===== src/rtl/vpifo_pkg.sv =====
// vpifo_pkg: types and constants shared by the PIFO port adapter and its
// command queue.
//   PTW           - priority/data width
//   TREE_NUM      - number of virtual trees behind one PIFO port
//   TREE_NUM_BITS - width of a tree id
//   op_e          - command opcode (push/pop)
//   cmd_t         - queued command {op, tree_id, data}
//   rsp_t         - response payload {err, tree_id, data}
package vpifo_pkg;

   localparam int PTW           = 16;
   localparam int TREE_NUM      = 4;
   localparam int TREE_NUM_BITS = (TREE_NUM > 1) ? $clog2(TREE_NUM) : 1;

   typedef enum logic {
      OP_PUSH = 1'b0,
      OP_POP  = 1'b1
   } op_e;

   typedef struct packed {
      op_e                      op;
      logic [TREE_NUM_BITS-1:0] tree_id;
      logic [PTW-1:0]           data;
   } cmd_t;

   typedef struct packed {
      logic                     err;
      logic [TREE_NUM_BITS-1:0] tree_id;
      logic [PTW-1:0]           data;
   } rsp_t;

endpackage


===== src/rtl/vpifo_cmd_fifo.sv =====
// vpifo_cmd_fifo: synchronous FIFO of commands, depth QDEPTH (power of 2).
//   clk, arst_n - clock, asynchronous active-low reset
//   wr_en       - write wr_cmd (ignored when full)
//   rd_en       - pop the head (ignored when empty)
//   rd_cmd      - current head, meaningful only when count != 0
//   count       - occupancy, 0..QDEPTH
module vpifo_cmd_fifo
   import vpifo_pkg::*;
#(
   parameter int QDEPTH = 8
) (
   input  logic                      clk,
   input  logic                      arst_n,
   input  logic                      wr_en,
   input  cmd_t                      wr_cmd,
   input  logic                      rd_en,
   output cmd_t                      rd_cmd,
   output logic [$clog2(QDEPTH):0]   count
);

   localparam int AW = $clog2(QDEPTH);
   localparam logic [AW:0] FULL_CNT = (AW+1)'(QDEPTH);

   cmd_t          mem [QDEPTH];
   logic [AW-1:0] wr_ptr;
   logic [AW-1:0] rd_ptr;
   logic          do_wr;
   logic          do_rd;

   assign do_wr  = wr_en && (count != FULL_CNT);
   assign do_rd  = rd_en && (count != '0);
   assign rd_cmd = mem[rd_ptr];

   // NOTE: storage has no reset; the pointers and count define what is valid,
   // so clearing the array would only cost reset fan-out.
   always_ff @(posedge clk) begin
      if (do_wr) mem[wr_ptr] <= wr_cmd;
   end

   // Pointers wrap naturally because QDEPTH is a power of 2.
   always_ff @(posedge clk or negedge arst_n) begin
      if (!arst_n) begin
         wr_ptr <= '0;
         rd_ptr <= '0;
         count  <= '0;
      end else begin
         if (do_wr) wr_ptr <= wr_ptr + AW'(1);
         if (do_rd) rd_ptr <= rd_ptr + AW'(1);
         case ({do_wr, do_rd})
            2'b10:   count <= count + (AW+1)'(1);
            2'b01:   count <= count - (AW+1)'(1);
            default: count <= count;
         endcase
      end
   end

endmodule


===== src/rtl/vpifo_port_adapter.sv =====
// vpifo_port_adapter: per-port front end of the virtualised SRAM PIFO.
// Queues tagged push/pop commands, issues at most one per cycle into a PIFO
// level port, filters pops of empty trees and pushes to full trees, and
// returns pop results (and rejections) in issue order at fixed latency.
//   i_clk, i_arst_n      - clock, asynchronous active-low reset
//   i_req_*/o_req_ready  - client command channel (valid/ready)
//   o_push/o_pop/...     - registered PIFO strobes, tree id and push data
//   i_task_fifo_full     - PIFO backpressure, stalls dequeue
//   i_pop_data           - PIFO pop result, POP_LAT cycles after o_pop
//   o_rsp_*              - single-cycle response, in dequeue order
//   o_q_count            - command queue occupancy
module vpifo_port_adapter
   import vpifo_pkg::*;
#(
   parameter int TREE_CAP = 340,
   parameter int QDEPTH   = 8,
   parameter int POP_LAT  = 2
) (
   input  logic                      i_clk,
   input  logic                      i_arst_n,
   input  logic                      i_req_valid,
   output logic                      o_req_ready,
   input  logic                      i_req_op,
   input  logic [TREE_NUM_BITS-1:0]  i_req_tree_id,
   input  logic [PTW-1:0]            i_req_data,
   output logic                      o_push,
   output logic                      o_pop,
   output logic [TREE_NUM_BITS-1:0]  o_tree_id,
   output logic [PTW-1:0]            o_push_data,
   input  logic                      i_task_fifo_full,
   input  logic [PTW-1:0]            i_pop_data,
   output logic                      o_rsp_valid,
   output logic [TREE_NUM_BITS-1:0]  o_rsp_tree_id,
   output logic                      o_rsp_err,
   output logic [PTW-1:0]            o_rsp_data,
   output logic [$clog2(QDEPTH):0]   o_q_count
);

   localparam int QCW   = $clog2(QDEPTH) + 1;
   localparam int CNT_W = $clog2(TREE_CAP + 1);
   localparam logic [QCW-1:0]   Q_FULL = QCW'(QDEPTH);
   localparam logic [CNT_W-1:0] CAP    = CNT_W'(TREE_CAP);

   cmd_t             req_cmd;
   cmd_t             head;
   logic             enq;
   logic             deq;
   logic [CNT_W-1:0] tree_cnt [TREE_NUM];
   logic [CNT_W-1:0] head_cnt;
   logic             issue_push;
   logic             issue_pop;
   logic             rsp_in_valid;
   rsp_t             rsp_in;
   logic             dl_valid [POP_LAT+1];
   rsp_t             dl_rsp   [POP_LAT+1];

   assign req_cmd     = '{op: op_e'(i_req_op), tree_id: i_req_tree_id, data: i_req_data};
   assign o_req_ready = (o_q_count < Q_FULL);
   assign enq         = i_req_valid && o_req_ready;
   assign deq         = (o_q_count != '0) && !i_task_fifo_full;

   vpifo_cmd_fifo #(.QDEPTH(QDEPTH)) u_cmd_fifo (
      .clk    (i_clk),
      .arst_n (i_arst_n),
      .wr_en  (enq),
      .wr_cmd (req_cmd),
      .rd_en  (deq),
      .rd_cmd (head),
      .count  (o_q_count)
   );

   // Dequeue decision: a command either becomes a PIFO strobe or a rejection
   // response. Accepted pops also enter the delay line to carry their tag.
   // NOTE: every output of this block gets a default first, so no path can
   // leave a signal unassigned and infer a latch.
   always_comb begin
      head_cnt     = tree_cnt[head.tree_id];
      issue_push   = 1'b0;
      issue_pop    = 1'b0;
      rsp_in_valid = 1'b0;
      rsp_in       = '0;
      if (deq) begin
         rsp_in.tree_id = head.tree_id;
         if (head.op == OP_PUSH) begin
            if (head_cnt < CAP) begin
               issue_push = 1'b1;
            end else begin
               rsp_in_valid = 1'b1;
               rsp_in.err   = 1'b1;
               rsp_in.data  = head.data;
            end
         end else begin
            rsp_in_valid = 1'b1;
            if (head_cnt != '0) issue_pop = 1'b1;
            else rsp_in.err = 1'b1;
         end
         if (!rsp_in_valid) rsp_in = '0;
      end
   end

   // NOTE: all state below uses non-blocking assignments so every register
   // samples the pre-edge values, regardless of statement order.
   always_ff @(posedge i_clk or negedge i_arst_n) begin
      if (!i_arst_n) begin
         o_push      <= 1'b0;
         o_pop       <= 1'b0;
         o_tree_id   <= '0;
         o_push_data <= '0;
         for (int t = 0; t < TREE_NUM; t++) tree_cnt[t] <= '0;
      end else begin
         o_push      <= issue_push;
         o_pop       <= issue_pop;
         o_tree_id   <= (issue_push || issue_pop) ? head.tree_id : '0;
         o_push_data <= issue_push ? head.data : '0;
         if (issue_push)     tree_cnt[head.tree_id] <= head_cnt + CNT_W'(1);
         else if (issue_pop) tree_cnt[head.tree_id] <= head_cnt - CNT_W'(1);
      end
   end

   // Response delay line: stage k holds the entry k cycles after its strobe
   // cycle; the last stage lines up with i_pop_data of an accepted pop.
   always_ff @(posedge i_clk or negedge i_arst_n) begin
      if (!i_arst_n) begin
         for (int k = 0; k <= POP_LAT; k++) begin
            dl_valid[k] <= 1'b0;
            dl_rsp[k]   <= '0;
         end
         o_rsp_valid   <= 1'b0;
         o_rsp_err     <= 1'b0;
         o_rsp_tree_id <= '0;
         o_rsp_data    <= '0;
      end else begin
         dl_valid[0] <= rsp_in_valid;
         dl_rsp[0]   <= rsp_in;
         for (int k = 1; k <= POP_LAT; k++) begin
            dl_valid[k] <= dl_valid[k-1];
            dl_rsp[k]   <= dl_rsp[k-1];
         end
         o_rsp_valid   <= dl_valid[POP_LAT];
         o_rsp_err     <= dl_rsp[POP_LAT].err;
         o_rsp_tree_id <= dl_rsp[POP_LAT].tree_id;
         o_rsp_data    <= (dl_valid[POP_LAT] && !dl_rsp[POP_LAT].err) ?
                          i_pop_data : dl_rsp[POP_LAT].data;
      end
   end

endmodule


===== config.mk =====
export PLATFORM = sky130hd
export DESIGN_NAME = vpifo_port_adapter
export DESIGN_NICKNAME = d
export VERILOG_FILES = /design/src/rtl/vpifo_pkg.sv /design/src/rtl/vpifo_cmd_fifo.sv /design/src/rtl/vpifo_port_adapter.sv
export SDC_FILE = /design/constraint.sdc
export NUM_CORES = 1
export LEC_CHECK = 0
export ABC_AREA = 1
export CAP_MARGIN = 20
export CORE_MARGIN = 10
export CORE_UTILIZATION = 61
export CTS_BUF_LIST = sky130_fd_sc_hd__clkbuf_4 sky130_fd_sc_hd__clkbuf_8
export DETAILED_ROUTE_END_ITERATION = 8
export GPL_ROUTABILITY_DRIVEN = 0
export GPL_TIMING_DRIVEN = 0
export PLACE_DENSITY_LB_ADDON = 0.3
export REMOVE_ABC_BUFFERS = 1
export SLEW_MARGIN = 40
export SYNTH_ARGS = -nofsm -noshare
export SYNTH_HDL_FRONTEND = slang
export SYNTH_HIERARCHICAL = 1
export SYNTH_SLANG_ARGS = --single-unit

===== constraint.sdc =====
create_clock -name i_clk -period 3.2 [get_ports i_clk]
set_clock_uncertainty 0.05 [all_clocks]
set_input_delay 0.64 -clock i_clk [delete_from_list [all_inputs] [get_ports i_clk]]
set_output_delay 0.64 -clock i_clk [all_outputs]
set_load 0.01 [all_outputs]

==> reports/metrics.yaml <==
synthTopCellsByArea: "edfxtp_1 35%, dfrtp_1 28%, nand2_1 16%"
final_layout_size_suffix_gt1_share_pct: 16.4
detail-route-antenna-nets: 0
maxCapViolCount: 0
fin_crit_sh_pct: 100
synthFlopType: "edfxtp_1"
r2r-start: "u_cmd_fifo/rd_ptr[0]"
start_util_pct: 62.4
die_x_um: 167
place_ws_ns: -1.64
cp-start-kind: "flip-flop"
netlist.top_cell.by_area: "edfxtp_1"
grt_pass1_vias: 9982
path_max_fanout: 11
syn_area_per_cell_um2: 9.28
arrival_ns: 3.62
synthDistinctLibCells: 37
io_pins: 84
grtUsageTotal_pct: 22.5
die_y_um: 167
max_freq_mhz: 311
clk_path_buf_depth: 3
dp_hpwl_um: 18500
htree_levels: 2
setup_slack_ns: -0.0157
reg2reg_slack_ns: -0.02
numCtsBuffers: 48
fin_util_pct: 77.3
hold_class: "flip-flop to flip-flop"
rows: 53
area_delta_synth_final_pct: 24.0
antenna_found_initial: 0
outcome: "complete, but fails checks"
hold_viol_final: 0
required_ns: 3.61
cellLeakagePower_nw: 7.81
critPathLaunch: "u_cmd_fifo/rd_ptr[0]"
cp-end-kind: "flip-flop"
synth_common_cells: "569 x nand2_1, 226 x nor2_1, 152 x edfxtp_1"
synth-edff-count: 152
ys_seq_area_share_pct: 62.5
diodes: 0
powerDensity_nw_per_um2: 1090
endpoint: "tree_cnt[34]"
wirelength_um: 34400
drc: 0
drtPass1Iterations: 6
synth_top_cell_area_share_pct: 34.7
peakVddDrop_v: 0.000533
drtIter0Drc: 1064
tightest_slew_ns: 0.674
die_area_um2: 27800
grt_pass1_wl_um: 51100
finalSetupViolCount: 1
ys_ff_latch: 298
clkSinkCount: 298
netlist_instances: 1417
dr_total_vias: 10300
gr-total-overflow: 0
slew_violations: 0
violations: "setup timing"
place_inst: 1744
clock_latency_ns: 0.59
tritoncts: "yes"
cts_root_buffer: "clkbuf_8"
fillers: 1261
final_nets: 1637
critPathKind: "flip-flop to flip-flop"
synthMostInstantiatedCell: "nand2_1"
syn_area_um2: 13100
maxSlewHeadroom_pct: 55.0
portBuffers: 83
core_region_area_um2: 21100
ff2ff_path_depth: 23
synthArstFlopShare_pct: 49.0
via_per_inst: 5.46
finalCriticalPeriod_ns: 3.22
grt_setup_unrepaired: "yes"
wl_per_cell_um: 18.2
instances_no_fill: 1891
synth_warnings: 6
grt_max_degree: 54
clkTransAtPathRegs_ns: 0.07
r2r_end: "tree_cnt[34]"
## cell families after synthesis
family	count (synthesis)	synth area share, %
mux	16	1.37
fa+ha+maj	8	0.818
xor+xnor	11	0.733
flops	298	62.5
buf+inv	182	6.65
compound gates	14	0.647
simple gates	888	27.3
## worst min path at each step
stage                     from          to  depth (start not counted)
floorplan           dl_rsp[19]   dl_rsp[0]                          0
global placement    dl_rsp[33]  dl_rsp[14]                          0
detailed placement  dl_rsp[19]   dl_rsp[0]                          0
CTS                 dl_rsp[54]  dl_rsp[35]                          0
global route        dl_rsp[46]  dl_rsp[27]                          0
finish              dl_rsp[39]  dl_rsp[20]                          0
## power by group
group / total, mW / leakage [nW] / switching, mW / internal, mW
combinational: 9.54 / 4.00 / 6.13 / 3.41
clock: 3.08 / 0.459 / 1.46 / 1.62
sequential: 5.13 / 3.34 / 0.385 / 4.74
total: 17.7 / 7.81 / 7.97 / 9.77
## layout make-up
cell class	count	area, µm²	share of cell area [%]
repair inverters	2	20.0	0.123
clock buffers	63	798	4.90
multi-input cells	945	4520	27.7
flip-flops and latches	298	8230	50.5
clock inverters	13	80.1	0.491
well taps	275	344	2.11
repair buffers	165	1760	10.8
inverters	130	553	3.39
## state kept, by name (all words and copies together) (netlist names), 2 cells and up, named ones only
register / count
o_rsp_data: 16
u_cmd_fifo/wr_ptr: 3
o_push_data: 16
u_cmd_fifo/count: 4
o_tree_id: 2
u_cmd_fifo/mem: 152
u_cmd_fifo/rd_ptr: 3
dl_rsp: 57
o_rsp_tree_id: 2
tree_cnt: 32
dl_valid: 3
## cell usage in the layout, fill, tap and decap left out, drive strengths merged
| cell type | count |
|---|---|
| a31oi | 1 |
| bufbuf | 2 |
| edfxtp | 152 |
| ha | 7 |
| clkdlybuf4s50 | 82 |
| clkinv | 13 |
| a21oi | 2 |
| inv | 128 |
| nand3 | 38 |
| mux2 | 16 |
| dfrtp | 146 |
| nor2 | 243 |
| clkbuf | 65 |
| dlygate4sd3 | 1 |
| clkinvlp | 4 |
| nand4 | 8 |
| nor3 | 20 |
| fa | 1 |
| buf | 78 |
| or2 | 1 |
| nand2 | 586 |
| xor2 | 7 |
| xnor2 | 4 |
| o21ai | 11 |
## layer usage
metal | vias to the layer above | track usage (%) | wire length, µm
met4 | 0 | 9.97 | 1490
met2 | 645 | 38.3 | 16900
met3 | 163 | 5.37 | 3540
li1 | 4756 | - | -
met1 | 4766 | 26.6 | 12400
met5 | - | 0 | 0
## through the flow
| step | setup TNS [ns] | total power, mW | hold slack (ns) | area (µm²) |
|---|---|---|---|---|
| after global routing | -2.35 | 18.6 | 0.295 | 16300 |
| final | -0.0157 | 17.7 | 0.292 | 16300 |
| after detailed placement | -99.73 | 11.8 | 0.285 | 14300 |
| after global placement | -1035.60 | 11.4 | 0.282 | 13900 |
| after floorplan | -169.92 | 9.63 | 0.281 | 12800 |
| after CTS | 0 | 16.5 | 0.294 | 15900 |
## repair_timing
action / in CTS / in global routing
hold endpoints to repair: 46 / 0
buffers inserted: 27 / 29
gates resized for setup: 56 / 37
setup endpoints to repair: 76 / 58
hold buffers: 1 / 0
pin swaps: 9 / 23
cloned: 11 / 3
## critical path, cell delays in order, from the launching register on
cell        delay, ns
dfrtp_4          0.52
buf_12           0.15
nor2_2           0.11
nor2_1           0.06
nand2_1          0.07
nand2_2          0.07
nand2_4          0.09
nand2_8          0.08
buf_12           0.14
nand2_8          0.06
clkinvlp_4       0.11
nand2_4          0.10
nand2_2          0.07
nor2_4           0.18
ha_4             0.18
inv_1            0.05
nor2_2           0.16
nand3_2          0.16
nand3_4          0.14
nand2_8          0.14
nand2_8          0.14
inv_4            0.07
nand2_1          0.10
nand2_1          0.07
(Power assumes the default switching activity.)
